===== config.mk =====
export PLATFORM = sky130hd
export DESIGN_NAME = multicycle_control
export DESIGN_NICKNAME = d
export VERILOG_FILES = /design/src/rtl/multicycle_control_pkg.sv /design/src/rtl/multicycle_control_alu_decoder.sv /design/src/rtl/multicycle_control.sv
export SDC_FILE = /design/constraint.sdc
export NUM_CORES = 1
export LEC_CHECK = 0
export ABC_CLOCK_PERIOD_IN_PS = 2250
export BUFFER_PORTS_ARGS = -buffer_cell sky130_fd_sc_hd__clkbuf_2
export CORE_MARGIN = 3
export CORE_UTILIZATION = 35
export DETAILED_ROUTE_END_ITERATION = 16
export GPL_ROUTABILITY_DRIVEN = 1
export PLACE_DENSITY = 0.68
export SLEW_MARGIN = 20
export SYNTH_ARGS = -nofsm -noshare
export SYNTH_HDL_FRONTEND = slang
export SYNTH_SLANG_ARGS = --single-unit

===== constraint.sdc =====
create_clock -name clk -period 2.25 [get_ports clk]
set_clock_uncertainty 0.15 [all_clocks]
set_input_delay 0.1125 -clock clk [delete_from_list [all_inputs] [get_ports clk]]
set_output_delay 0.1125 -clock clk [all_outputs]
set_load 0.01 [all_outputs]

===== src/rtl/multicycle_control_pkg.sv =====
// Shared encodings for the multicycle RV32 control path: FSM states, opcodes
// and the select/operation codes driven onto the datapath muxes.
package multicycle_control_pkg;

  typedef logic [3:0] state_t;

  localparam state_t S_FETCH    = 4'd0;
  localparam state_t S_DECODE   = 4'd1;
  localparam state_t S_MEMADR   = 4'd2;
  localparam state_t S_MEMREAD  = 4'd3;
  localparam state_t S_MEMWB    = 4'd4;
  localparam state_t S_MEMWRITE = 4'd5;
  localparam state_t S_EXECR    = 4'd6;
  localparam state_t S_EXECI    = 4'd7;
  localparam state_t S_ALUWB    = 4'd8;
  localparam state_t S_BEQ      = 4'd9;
  localparam state_t S_HALT     = 4'd10;

  localparam logic [6:0] OP_LW   = 7'h03;
  localparam logic [6:0] OP_SW   = 7'h23;
  localparam logic [6:0] OP_RALU = 7'h33;
  localparam logic [6:0] OP_IALU = 7'h13;
  localparam logic [6:0] OP_BEQ  = 7'h63;

  localparam logic [1:0] IMM_I = 2'b00;
  localparam logic [1:0] IMM_S = 2'b01;
  localparam logic [1:0] IMM_B = 2'b10;

  localparam logic [1:0] SRCA_PC    = 2'b00;
  localparam logic [1:0] SRCA_OLDPC = 2'b01;
  localparam logic [1:0] SRCA_RS1   = 2'b10;

  localparam logic [1:0] SRCB_RS2  = 2'b00;
  localparam logic [1:0] SRCB_IMM  = 2'b01;
  localparam logic [1:0] SRCB_FOUR = 2'b10;

  localparam logic [1:0] RES_ALUOUT    = 2'b00;
  localparam logic [1:0] RES_DATA      = 2'b01;
  localparam logic [1:0] RES_ALURESULT = 2'b10;

  localparam logic [1:0] ALUOP_ADD   = 2'b00;
  localparam logic [1:0] ALUOP_SUB   = 2'b01;
  localparam logic [1:0] ALUOP_FUNCT = 2'b10;

  localparam logic [2:0] ALU_ADD = 3'b000;
  localparam logic [2:0] ALU_SUB = 3'b001;
  localparam logic [2:0] ALU_AND = 3'b010;
  localparam logic [2:0] ALU_OR  = 3'b011;
  localparam logic [2:0] ALU_SLT = 3'b101;

endpackage


===== src/rtl/multicycle_control_alu_decoder.sv =====
// Maps the FSM's ALUOp plus instruction fields onto the ALU operation code.
module multicycle_control_alu_decoder
  import multicycle_control_pkg::*;
(
  input  logic [1:0] aluop,
  input  logic [2:0] funct3,
  input  logic       funct7b5,
  input  logic       op5,
  output logic [2:0] alucontrol
);

  always_comb begin
    alucontrol = ALU_ADD;
    case (aluop)
      ALUOP_SUB: alucontrol = ALU_SUB;
      ALUOP_FUNCT: begin
        case (funct3)
          // funct7b5 only means sub for register forms; addi may carry it in its immediate
          3'b000:  alucontrol = (op5 & funct7b5) ? ALU_SUB : ALU_ADD;
          3'b010:  alucontrol = ALU_SLT;
          3'b110:  alucontrol = ALU_OR;
          3'b111:  alucontrol = ALU_AND;
          default: alucontrol = ALU_ADD;
        endcase
      end
      default: alucontrol = ALU_ADD;
    endcase
  end

endmodule


===== src/rtl/multicycle_control.sv =====
// Main control FSM of the multicycle RV32 core: sequences fetch, decode,
// execute and writeback over the shared ALU and the handshaked memory port.
module multicycle_control
  import multicycle_control_pkg::*;
#(
  parameter bit ILLEGAL_TRAP  = 1'b1,
  parameter bit MEM_HANDSHAKE = 1'b1
) (
  input  logic       clk,
  input  logic       rst_n,
  input  logic [6:0] op,
  input  logic [2:0] funct3,
  input  logic       funct7b5,
  input  logic       Zero,
  input  logic       MemReady,
  output logic [1:0] ImmSrc,
  output logic [1:0] ALUSrcA,
  output logic [1:0] ALUSrcB,
  output logic [2:0] ALUControl,
  output logic [1:0] ResultSrc,
  output logic       AdrSrc,
  output logic       MemReq,
  output logic       MemWrite,
  output logic       IRWrite,
  output logic       PCWrite,
  output logic       RegWrite,
  output logic       Illegal,
  output logic [3:0] State
);

  state_t     state_q, state_d;
  logic       illegal_q, illegal_op;
  logic       ready;
  logic [1:0] aluop;
  logic       memreq_c, memwrite_c, irwrite_c, pcwrite_c, regwrite_c;

  assign ready = MEM_HANDSHAKE ? MemReady : 1'b1;

  always_ff @(posedge clk) begin
    if (!rst_n) begin
      state_q   <= S_FETCH;
      illegal_q <= 1'b0;
    end else begin
      state_q <= state_d;
      if (illegal_op) illegal_q <= 1'b1;
    end
  end

  always_comb begin
    state_d    = state_q;
    illegal_op = 1'b0;
    case (state_q)
      S_FETCH:    if (ready) state_d = S_DECODE;
      S_DECODE: begin
        case (op)
          OP_LW, OP_SW: state_d = S_MEMADR;
          OP_RALU:      state_d = S_EXECR;
          OP_IALU:      state_d = S_EXECI;
          OP_BEQ:       state_d = S_BEQ;
          default: begin
            illegal_op = 1'b1;
            state_d    = ILLEGAL_TRAP ? S_HALT : S_FETCH;
          end
        endcase
      end
      S_MEMADR:   state_d = op[5] ? S_MEMWRITE : S_MEMREAD;
      S_MEMREAD:  if (ready) state_d = S_MEMWB;
      S_MEMWRITE: if (ready) state_d = S_FETCH;
      S_EXECR, S_EXECI: state_d = S_ALUWB;
      S_MEMWB, S_ALUWB, S_BEQ: state_d = S_FETCH;
      S_HALT:     state_d = S_HALT;
      default:    state_d = S_FETCH;
    endcase
  end

  always_comb begin
    ImmSrc     = IMM_I;
    ALUSrcA    = SRCA_PC;
    ALUSrcB    = SRCB_RS2;
    aluop      = ALUOP_ADD;
    ResultSrc  = RES_ALUOUT;
    AdrSrc     = 1'b0;
    memreq_c   = 1'b0;
    memwrite_c = 1'b0;
    irwrite_c  = 1'b0;
    pcwrite_c  = 1'b0;
    regwrite_c = 1'b0;
    case (state_q)
      S_FETCH: begin
        memreq_c  = 1'b1;
        ALUSrcB   = SRCB_FOUR;
        ResultSrc = RES_ALURESULT;
        irwrite_c = ready;
        pcwrite_c = ready;
      end
      // precompute the branch target while the opcode is being decoded
      S_DECODE: begin
        ALUSrcA = SRCA_OLDPC;
        ALUSrcB = SRCB_IMM;
        ImmSrc  = IMM_B;
      end
      S_MEMADR: begin
        ALUSrcA = SRCA_RS1;
        ALUSrcB = SRCB_IMM;
        ImmSrc  = op[5] ? IMM_S : IMM_I;
      end
      S_MEMREAD: begin
        AdrSrc   = 1'b1;
        memreq_c = 1'b1;
      end
      S_MEMWB: begin
        ResultSrc  = RES_DATA;
        regwrite_c = 1'b1;
      end
      S_MEMWRITE: begin
        AdrSrc     = 1'b1;
        memreq_c   = 1'b1;
        memwrite_c = 1'b1;
      end
      S_EXECR: begin
        ALUSrcA = SRCA_RS1;
        aluop   = ALUOP_FUNCT;
      end
      S_EXECI: begin
        ALUSrcA = SRCA_RS1;
        ALUSrcB = SRCB_IMM;
        aluop   = ALUOP_FUNCT;
      end
      S_ALUWB: regwrite_c = 1'b1;
      S_BEQ: begin
        ALUSrcA   = SRCA_RS1;
        aluop     = ALUOP_SUB;
        pcwrite_c = Zero;
      end
      default: ;
    endcase
  end

  multicycle_control_alu_decoder u_alu_decoder (
    .aluop      (aluop),
    .funct3     (funct3),
    .funct7b5   (funct7b5),
    .op5        (op[5]),
    .alucontrol (ALUControl)
  );

  // strobes are gated by reset so an in-flight access aborts in the same cycle
  assign MemReq   = memreq_c   & rst_n;
  assign MemWrite = memwrite_c & rst_n;
  assign IRWrite  = irwrite_c  & rst_n;
  assign PCWrite  = pcwrite_c  & rst_n;
  assign RegWrite = regwrite_c & rst_n;
  assign Illegal  = illegal_q;
  assign State    = state_q;

endmodule

# After elaboration in Yosys (flattened, before gate mapping)
# Index checks and enable logic that the tools add are counted.
[classes]
n_eq_ne = 23
n_mux = 23
bitwise_logic = 6
n_reduce_logical = 11
[ops]
columns = ["operator", "count"]
rows = [
  ["$pmux 4 s7", 1],
  ["$pmux 2 s2", 5],
  ["$eq 4x3->1 const B", 4],
  ["$pmux 4 s4", 1],
  ["$eq 7x6->1 const B", 2],
  ["$eq 4x4->1 const B", 3],
  ["$mux 4", 3],
  ["$pmux 3 s4", 1],
  ["$mux 1", 9],
  ["$eq 4x2->1 const B", 2],
  ["$reduce_or 2->1", 4],
  ["$eq 7x2->1 const B", 1],
  ["$eq 7x5->1 const B", 1],
  ["$eq 7x7->1 const B", 1],
  ["$and 1x1->1", 6],
  ["$eq 3x3->1 const B", 2],
  ["$ne 2x2->1 const B", 3],
  ["$pmux 3 s2", 1],
  ["$reduce_or 3->1", 2],
  ["$reduce_or 5->1", 1],
  ["$eq 4x1->1 const B", 1],
  ["$logic_not 4->1", 1],
  ["$reduce_or 4->1", 1],
  ["$eq 3x2->1 const B", 1],
  ["other kinds (6)", 6],
]
[word_totals]
reg_bits = 5
input_bits = 15
output_inout_bits = 22

# Logic depth before layout (Yosys ltp)
# Gate-level depths: netlist of run 1.
[logic_depth]
depth_word = 5
ltp_mapped = 7

# By module
# From an unflattened synthesis of run 1, not the netlist that was laid out.
[unflattened]
cells_unflattened = 88
area_unflattened_um2 = 664.4
[modules_own_cells]
columns = ["module", "instances", "cells_each", "area_each_um2", "seq_area_each_um2"]
rows = [
  ["multicycle_control", 1, 77, 568.0, 100.1],
  ["multicycle_control_alu_decoder", 1, 11, 96.3, 0.0],
]

# Worst setup path before layout of run 1
# No wires, ideal clock.
[synth_path]
path_kind = "reg2out"
startpoint = "register state_q[2], in the netlist State[2]"
endpoint = "output ALUControl[1]"
t_arrival_ps = 1552
path_slack_ps = 436
stages_incl_launch_ff = 7
path_buffers = 1
cell_sequence = "dfxtp_1 -> buf_2 -> inv_2 -> nor2_1 -> inv_1 -> ha_1 -> nor3b_1"
[synth_via]
elab_chain_len = 5
[synth_lines]
columns = ["item", "line", "source"]
rows = [
  ["from (decl)", "multicycle_control.sv:31", "state_t state_q, state_d;"],
  ["from (signal assigned)", "multicycle_control.sv:44", "state_q <= state_d;"],
  ["$eq 4x3->1", "multicycle_control.sv:88", "case (state_q)"],
  ["$reduce_or 2->1 (no source line)", "--", ""],
  ["$pmux 2 s2 *", "multicycle_control.sv:88", ""],
  ["$eq 2x2->1 / $eq 2x1->1 (equally long branches)", "multicycle_control_alu_decoder.sv:14", "case (aluop)"],
  ["$pmux 3 s2 *", "multicycle_control_alu_decoder.sv:14", ""],
  ["to (decl)", "multicycle_control.sv:19", "output logic [2:0] ALUControl,"],
]
# Every way passes the cells marked *; elsewhere a longest branch is shown, timed or not.

# Final worst setup path of run 1
[layout_path]
startpoint = "register state_q[1], in the netlist State[1]"
endpoint = "output ALUControl[1]"
# The elaborated chain is that of the path after synthesis.

==> results of run 1 <==
==> area by class of cell <==
| cell class | instances | area [um^2] | area share |
|---|---|---|---|
| Tap cell | 16 | 20.0 | 0.0248 |
| Inverter | 7 | 26.3 | 0.0326 |
| Sequential cell | 5 | 101 | 0.126 |
| Timing Repair Buffer | 39 | 203 | 0.252 |
| Multi-Input combinational cell | 69 | 429 | 0.533 |
| Clock buffer | 4 | 26.3 | 0.0326 |
==> worst paths after layout <==
path / startpoint / endpoint / slack, ns / depth (start not counted)
setup / recovery: State[1]$_SDFFE_PN0P_ / ALUControl[1] / 0.23 / 5
hold / removal: rst_n / Illegal$_SDFFE_PN0P_ / 0.07 / 3
setup reg to reg: State[1]$_SDFFE_PN0P_ / State[2]$_SDFFE_PN0P_ / 0.79 / 4
hold reg to reg: Illegal$_SDFFE_PN0P_ / Illegal$_SDFFE_PN0P_ / 0.32 / 2
==> tightest hold or removal path, stage by stage <==
cell and delay (ns):
clkbuf_2 0.12, inv_2 0.09, nor2_1 0.10
==> stage by stage <==
step | total power [W] | setup WS, ns | utilization | instance area [um^2]
after floorplan | 0.000524 | 0.436 | - | 582
after global routing | 0.000884 | 0.0626 | 0.523 | 806
final | 0.000811 | 0.226 | 0.523 | 806
after detailed placement | 0.000709 | 0.324 | 0.505 | 778
after CTS | 0.000817 | 0.0613 | 0.522 | 805
after global placement | 0.000701 | 0.432 | 0.505 | 778
==> cells by family after synthesis <==
logic type	share of synthesized area
buf+inv	0.0903
xor+xnor	0.0151
flops	0.172
simple gates	0.432
fa+ha+maj	0.0430
compound gates	0.247
==> layer usage <==
layer,track usage,up-vias,part of all wire
met5,0,-,0
met3,0.0115,0,0.079
met2,0.236,30,0.46
li1,-,384,-
met1,0.200,342,0.46
met4,0.0497,0,0
==> flip-flops by register name (all words and copies together), names as in the netlist <==
| register | flops |
|---|---|
| Illegal | 1 |
| State | 4 |
==> synth_stat cells (2+ instances only) <==
library cell,number
nor2_1,11
nor3_1,8
a21oi_1,7
dfxtp_1,5
inv_1,5
nand2_1,5
nand2b_1,5
o21ai_0,5
a31oi_1,3
buf_2,3
and3_1,2
ha_1,2
inv_2,2
nor3b_1,2
nor4_1,2
o21ai_1,2
==> layout by cell type, fill, tap and decap left out, types with 3 or more instances in the layout <==
cell / instances
nor2_1: 11
nor3_1: 8
dfxtp_1: 4
o21ai_0: 5
a31oi_1: 3
nand2_1: 5
buf_4: 3
inv_1: 5
clkbuf_4: 3
clkbuf_2: 36
a21oi_1: 7
nand2b_1: 5
==> power groups by stage <==
stage	Sequential (W)	Combinational, W	Clock [W]
after floorplan	0.000160	0.000364	0
after global placement	0.000164	0.000537	0
after detailed placement	0.000167	0.000542	0
after CTS	0.000165	0.000544	0.000107
after global routing	0.000174	0.000593	0.000117
final	0.000169	0.000540	0.000103
==> metrics.yaml, run 1 <==
dp.cells: 136
syn_to_final_growth_pct: 38.5
leakagePower_nw: 0.384
fp.dieH_um: 46.8
clock_latency_ns: 0.24
cts_sinks: 5
via_per_inst: 5.40
cp.required_ns: 1.99
min_period_over_period: 0.900
outcome: "completed"
min_path_type: "in2reg"
peakVddDrop_v: 0.000569
arrival_ns: 1.76
ys_ff_latch: 5
antenna_cells: 0
finalMaxSlewViolations: 0
cts_buffer_depth: 2
grt_use_total: 0.145
syn_nets: 103
row_count: 14
ys_types: 33
coreArea_mm2: 0.00154
min_period_ns: 2.02
numCtsBuffers: 3
grt_pass1_vias: 568
power_frac_clock: 0.127
overflow: 0
grt_pass1_wl_mm: 2.35
final.setup.tns_ns: 0
ys_seq_area_frac: 0.172
crit_slowest_cell: "dfxtp_2"
post-cts-setup-buffers: 0
critical_path.max_stage_delay_ns: 0.39
rsz0062_at_grt: "false"
ys.flop_type: "dfxtp_1"
pin_count: 37
max_slew_margin: 0.745
worstSetupPathType: "reg2out"
ant_nets: 0
drive_gt1_frac: 0.403
yosys_warnings: 0
hold_ws_ns: 0.0732
synthCells: 86
synth_area_leader_cell: "dfxtp_1"
powerDensity_mw_per_mm2: 1010
p_int_w: 0.000420
path_buf_inv: 1
fin_nets: 142
cpLargestDelayFamily: "simple AND/OR/NAND/NOR gates"
routed_wl_mm: 1.65
antenna_found_initial: 0
critical_path.cell_chain: "nand2b_4 -> nor2_1 -> ha_1 -> nor3b_1 -> clkbuf_2"
cts_tree: "yes"
synth_area_um2: 582
p_sw_frac: 0.482
hold_viol_final: 0
maxCapViolCount: 0
initial_core_util: 0.377
vias: 756
die_x_um: 46.8
synthTopCellsByArea: "dfxtp_1 17%, nor2_1 7.1%, nor3_1 6.9%"
crit_fanout: 14
port_buffers: 36
place_congestion: 0.800
worstMarginPinSlew_ns: 0.372
finalSetupViolations: 0
h-tree-depth: 1
wire_per_inst_um: 11.8
critPathCaptureType: "output port"
netSwitchingPower_w: 0.000390
stdcell_count: 140
max_freq_mhz: 494
p_seq_frac: 0.208
hpwlAfterDp_mm: 1.33
path_clk_slew_ns: 0.04
grt_max_degree: 18
synth_top_area_frac: 0.172
fill_cells: 161
synth_edf_count: 0
clockRootBuffer: "clkbuf_4"
ctsHoldBuffers: 0
route.detailed.drc: 0
drt_first_pass_iters: 4
syn_area_per_cell_um2: 6.77
async_flop_share: 0
cts-resized-gates: 0
pwr-share-comb: 0.665
drtIter0Drc: 13
startpoint_type: "register"
dieArea_mm2: 0.00219
Power figures use the tool's default switching activity.
==> run 2, diff against run 1 <==
--- a/config.mk
+++ b/config.mk
@@ -11,7 +11,7 @@
 export CORE_UTILIZATION = 35
 export DETAILED_ROUTE_END_ITERATION = 16
 export GPL_ROUTABILITY_DRIVEN = 1
-export PLACE_DENSITY = 0.68
+export PLACE_DENSITY = 0.66
 export SLEW_MARGIN = 20
 export SYNTH_ARGS = -nofsm -noshare
 export SYNTH_HDL_FRONTEND = slang
==> run 2 against run 1 <==
  * Critical endpoint is now RegWrite
  * Count of clock-buffer cells in the layout did not move
  * Largest power group unchanged
  * Global-route usage up 1.3 points
  * Fmax up 0.86%
  * Core utilization did not move
  * Worst hold slack worse by 0.0038 ns
  * Sequential share of layout area unchanged
==> metrics.yaml, run 2 (synthesized netlist as in run 1, its figures left out) <==
outcome: "completed"
worstMarginPinSlew_ns: 0.386
pin_count: 37
largest_register_ffs: 4
crit_fanout: 10
peakVddDrop_v: 0.000575
use_met2: 0.244
cts_buffer_depth: 2
fin_nets: 142
fill_cells: 170
ant_nets: 0
hold_viol_final: 0
ctsHoldBuffers: 0
min_period_over_period: 0.892
crit_slowest_cell: "dfxtp_1"
drive_gt1_frac: 0.403
cts_sinks: 5
wire_per_inst_um: 11.3
max_slew_margin: 0.736
min_path_type: "in2reg"
fp.dieH_um: 46.8
routed_wl_mm: 1.59
leakagePower_nw: 0.384
h-tree-depth: 1
pwr-share-comb: 0.665
p_int_w: 0.000420
cp.required_ns: 1.99
arrival_ns: 1.74
via_per_inst: 5.46
clockRootBuffer: "clkbuf_4"
finalMaxSlewViolations: 0
antenna_found_initial: 0
cpLargestDelayFamily: "flip-flops"
row_count: 14
path_clk_slew_ns: 0.04
min_from: "rst_n"
numCtsBuffers: 3
hold_ws_ns: 0.0694
power_frac_clock: 0.127
netSwitchingPower_w: 0.000386
place_congestion: 0.763
p_seq_frac: 0.208
drt_first_pass_iters: 4
seq_area_um2: 101
antenna_cells: 0
final.setup.tns_ns: 0
syn_to_final_growth_pct: 38.5
critical_path.cell_chain: "buf_4 -> nand2b_1 -> a2111oi_0 -> clkbuf_2"
critical_path.max_stage_delay_ns: 0.46
critPathCaptureType: "output port"
dpl_cell_area_um2: 778
min_period_ns: 2.01
coreArea_mm2: 0.00154
worstSetupPathType: "reg2out"
reg2reg_depth: 5
vias: 765
final_cell_mix: "36 x clkbuf_2, 11 x nor2_1, 8 x nor3_1"
route.detailed.drc: 0
port_buffers: 36
startpoint_type: "register"
grt_pass1_wl_mm: 2.55
die_x_um: 46.8
multi_input_area_um2: 429
overflow: 0
use_met1: 0.223
met3_usage: 0.0115
hpwlAfterDp_mm: 1.28
initial_core_util: 0.377
grt_pass1_vias: 603
finalSetupViolations: 0
cts_tree: "yes"
maxCapViolCount: 0
max_freq_mhz: 498
rsz0062_at_grt: "false"
cp.depth: 4
busiest_layer: "met2"
hold_depth: 3
cp-startpoint: "State[2]$_SDFFE_PN0P_"
p_sw_frac: 0.479
powerDensity_mw_per_mm2: 1000
grt_use_total: 0.157
grt_max_degree: 18
clock_latency_ns: 0.24
drtIter0Drc: 9
dieArea_mm2: 0.00219
rr_startpoint: "State[3]$_SDFFE_PN0P_"
design_area_um2: 806
mostFrequentLayoutCell: "clkbuf_2"
path_buf_inv: 2
run 2: cell counts in the layout (fill, tap and decap cells not counted):
No cell type changed its count.
run 2: power by group through the flow:
stage	clock network [W]	logic (W)	registers (W)
after floorplan	0	0.000364	0.000160
after global placement	0	0.000537	0.000164
after detailed placement	0	0.000541	0.000168
after CTS	0.000110	0.000544	0.000166
after global routing	0.000114	0.000604	0.000178
final	0.000102	0.000536	0.000168
run 2: metrics by stage:
stage               power, W  setup slack, ns   util  instances
finish              0.000806            0.243  0.523        140
global route        0.000896           0.0712  0.523        140
CTS                 0.000819           0.0796  0.522        140
detailed placement  0.000709            0.350  0.505        136
global placement    0.000701            0.440  0.505        136
floorplan           0.000524            0.436      -         86
run 2: area by class of cell:
type	count	share of cell area
clock buffer	4	0.0326
inverter	7	0.0326
multi-input combinational	69	0.533
sequential	5	0.126
tap	16	0.0248
timing repair buffer	39	0.252
run 2: final timing paths:
kind | end | slack, ns
min reg2reg | Illegal$_SDFFE_PN0P_ | 0.33
max reg2reg | State[2]$_SDFFE_PN0P_ | 0.72
min | Illegal$_SDFFE_PN0P_ | 0.07
max | RegWrite | 0.24
run 2: routing by layer:
layer / wire length [um] / up-vias
met5: 0 / -
met3: 123 / 2
met2: 738 / 28
li1: - / 387
met4: 17 / 0
met1: 706 / 348
run 2: what timing repair did:
action / 4_1_cts / 5_1_grt
setup endpoints to repair: 0 / 2
buffers inserted: 0 / 0
hold endpoints to repair: 0 / 0
gates resized for setup: 0 / 1
run 2: worst min-delay path, stage by stage:
cell	delay [ns]
clkbuf_2	0.11
inv_2	0.09
nor2_1	0.11
==> run 3, diff against run 2 <==
--- a/config.mk
+++ b/config.mk
@@ -7,11 +7,13 @@
 export LEC_CHECK = 0
 export ABC_CLOCK_PERIOD_IN_PS = 2250
 export BUFFER_PORTS_ARGS = -buffer_cell sky130_fd_sc_hd__clkbuf_2
+export CELL_PAD_IN_SITES_DETAIL_PLACEMENT = 1
+export CELL_PAD_IN_SITES_GLOBAL_PLACEMENT = 2
 export CORE_MARGIN = 3
-export CORE_UTILIZATION = 35
+export CORE_UTILIZATION = 21
 export DETAILED_ROUTE_END_ITERATION = 16
 export GPL_ROUTABILITY_DRIVEN = 1
-export PLACE_DENSITY = 0.66
+export PLACE_DENSITY = 0.79
 export SLEW_MARGIN = 20
 export SYNTH_ARGS = -nofsm -noshare
 export SYNTH_HDL_FRONTEND = slang
==> run 3 against run 2 <==
  * Routed wire length is 27% higher
  * Final area is 2.5% higher
  * Largest power group unchanged
  * Via count is 0.13% higher
  * Critical endpoint unchanged
==> metrics.yaml, run 3 (synthesized netlist as in run 1, its figures left out) <==
hpwlAfterDp_mm: 1.66
numCtsBuffers: 3
fin_nets: 142
min_period_over_period: 0.912
hold_viol_final: 0
grt_max_degree: 18
clock_latency_ns: 0.24
crit_slowest_cell: "dfxtp_1"
ant_nets: 0
outcome: "completed"
route.detailed.drc: 0
place_congestion: 0.768
via_per_inst: 4.97
multi_input_area_um2: 430
grt_pass1_wl_mm: 3.50
cts_tree: "yes"
path_clk_slew_ns: 0.04
cp.required_ns: 1.99
critPathCaptureType: "output port"
syn_to_final_growth_pct: 41.9
largest_register_ffs: 4
rsz0062_at_grt: "false"
ctsHoldBuffers: 0
setup_ws_ns: 0.197
worstSetupPathType: "reg2out"
grt_use_total: 0.128
dp_slack_ns: 0.351
min_path_type: "in2reg"
finalPower_w: 0.000831
powerDensity_mw_per_mm2: 1010
startpoint_type: "register"
min_period_ns: 2.05
port_buffers: 36
maxCapViolCount: 0
drtIter0Drc: 16
cts-resized-gates: 0
vias: 766
finalMaxSlewViolations: 0
critical_path.max_stage_delay_ns: 0.52
finalSetupViolations: 0
final.setup.tns_ns: 0
dieArea_mm2: 0.00344
path_buf_inv: 2
drive_gt1_frac: 0.411
cts_buffer_depth: 2
row_count: 18
initial_core_util: 0.229
overflow: 0
wire_per_inst_um: 13.1
mostFrequentLayoutCell: "clkbuf_2"
final_cell_mix: "36 x clkbuf_2, 11 x nor2_1, 8 x nor3_1"
h-tree-depth: 1
die_x_um: 58.6
post-cts-setup-buffers: 0
antenna_found_initial: 0
grt_pass1_vias: 787
critical_path.cell_chain: "buf_4 -> nand2b_1 -> a2111oi_1 -> clkbuf_2"
routed_wl_mm: 2.02
seq_area_um2: 103
clockRootBuffer: "clkbuf_4"
fill_cells: 350
max_slew_margin: 0.771
crit_fanout: 9
antenna_cells: 0
worstMarginPinSlew_ns: 0.343
arrival_ns: 1.79
drt_first_pass_iters: 4
cpLargestDelayFamily: "flip-flops"
max_freq_mhz: 487
leakagePower_nw: 0.384
coreArea_mm2: 0.00254
fp.dieH_um: 58.6
peakVddDrop_v: 0.000446
pin_count: 37
cts_sinks: 5
==> run 3: stage by stage <==
step	hold slack, ns	utilization	std cells	cell area, um^2
2_1_floorplan	0.126	-	86	582
6_report	0.0665	0.324	154	826
3_3_place_gp	0.301	0.313	150	796
3_5_place_dp	0.314	0.313	150	796
4_1_cts	0.0549	0.323	154	822
5_1_grt	0.0716	0.324	154	826
==> run 3: final cells by class <==
class	count	area share
Clock buffer	4	0.0318
Inverter	7	0.0318
Multi-Input combinational cell	69	0.521
Sequential cell	5	0.124
Tap cell	30	0.0455
Timing Repair Buffer	39	0.245
==> run 3: path summary, 6_finish.rpt <==
kind,startpoint,to,slack [ns],depth (start not counted)
max,State[2]$_SDFFE_PN0P_,RegWrite,0.20,4
min,rst_n,Illegal$_SDFFE_PN0P_,0.07,3
min reg2reg,Illegal$_SDFFE_PN0P_,Illegal$_SDFFE_PN0P_,0.33,2
max reg2reg,State[2]$_SDFFE_PN0P_,State[2]$_SDFFE_PN0P_,0.71,5
==> run 3: where the power goes <==
| part | internal, W | switching (W) |
|---|---|---|
| Combinational | 0.000234 | 0.000310 |
| Sequential | 0.000121 | 0.0000612 |
| Clock | 0.0000671 | 0.0000372 |
| Total | 0.000422 | 0.000408 |
==> run 3: worst reg2reg max path, delay by kind of cell, from the launching register on <==
kind | cells | cell delay, ns
AO/OA/AOI/OAI | 3 | 0.40
buffers and inverters | 1 | 0.24
flip-flops | 1 | 0.52
AND/OR/NAND/NOR | 1 | 0.16
==> run 3: per-layer routing <==
metal  up-vias  share of wire  global-route usage
li1        385              -                   -
met1       353           0.46               0.170
met2        28           0.47               0.217
met3         0          0.065              0.0197
met4         0              0              0.0291
met5         -              0                   0
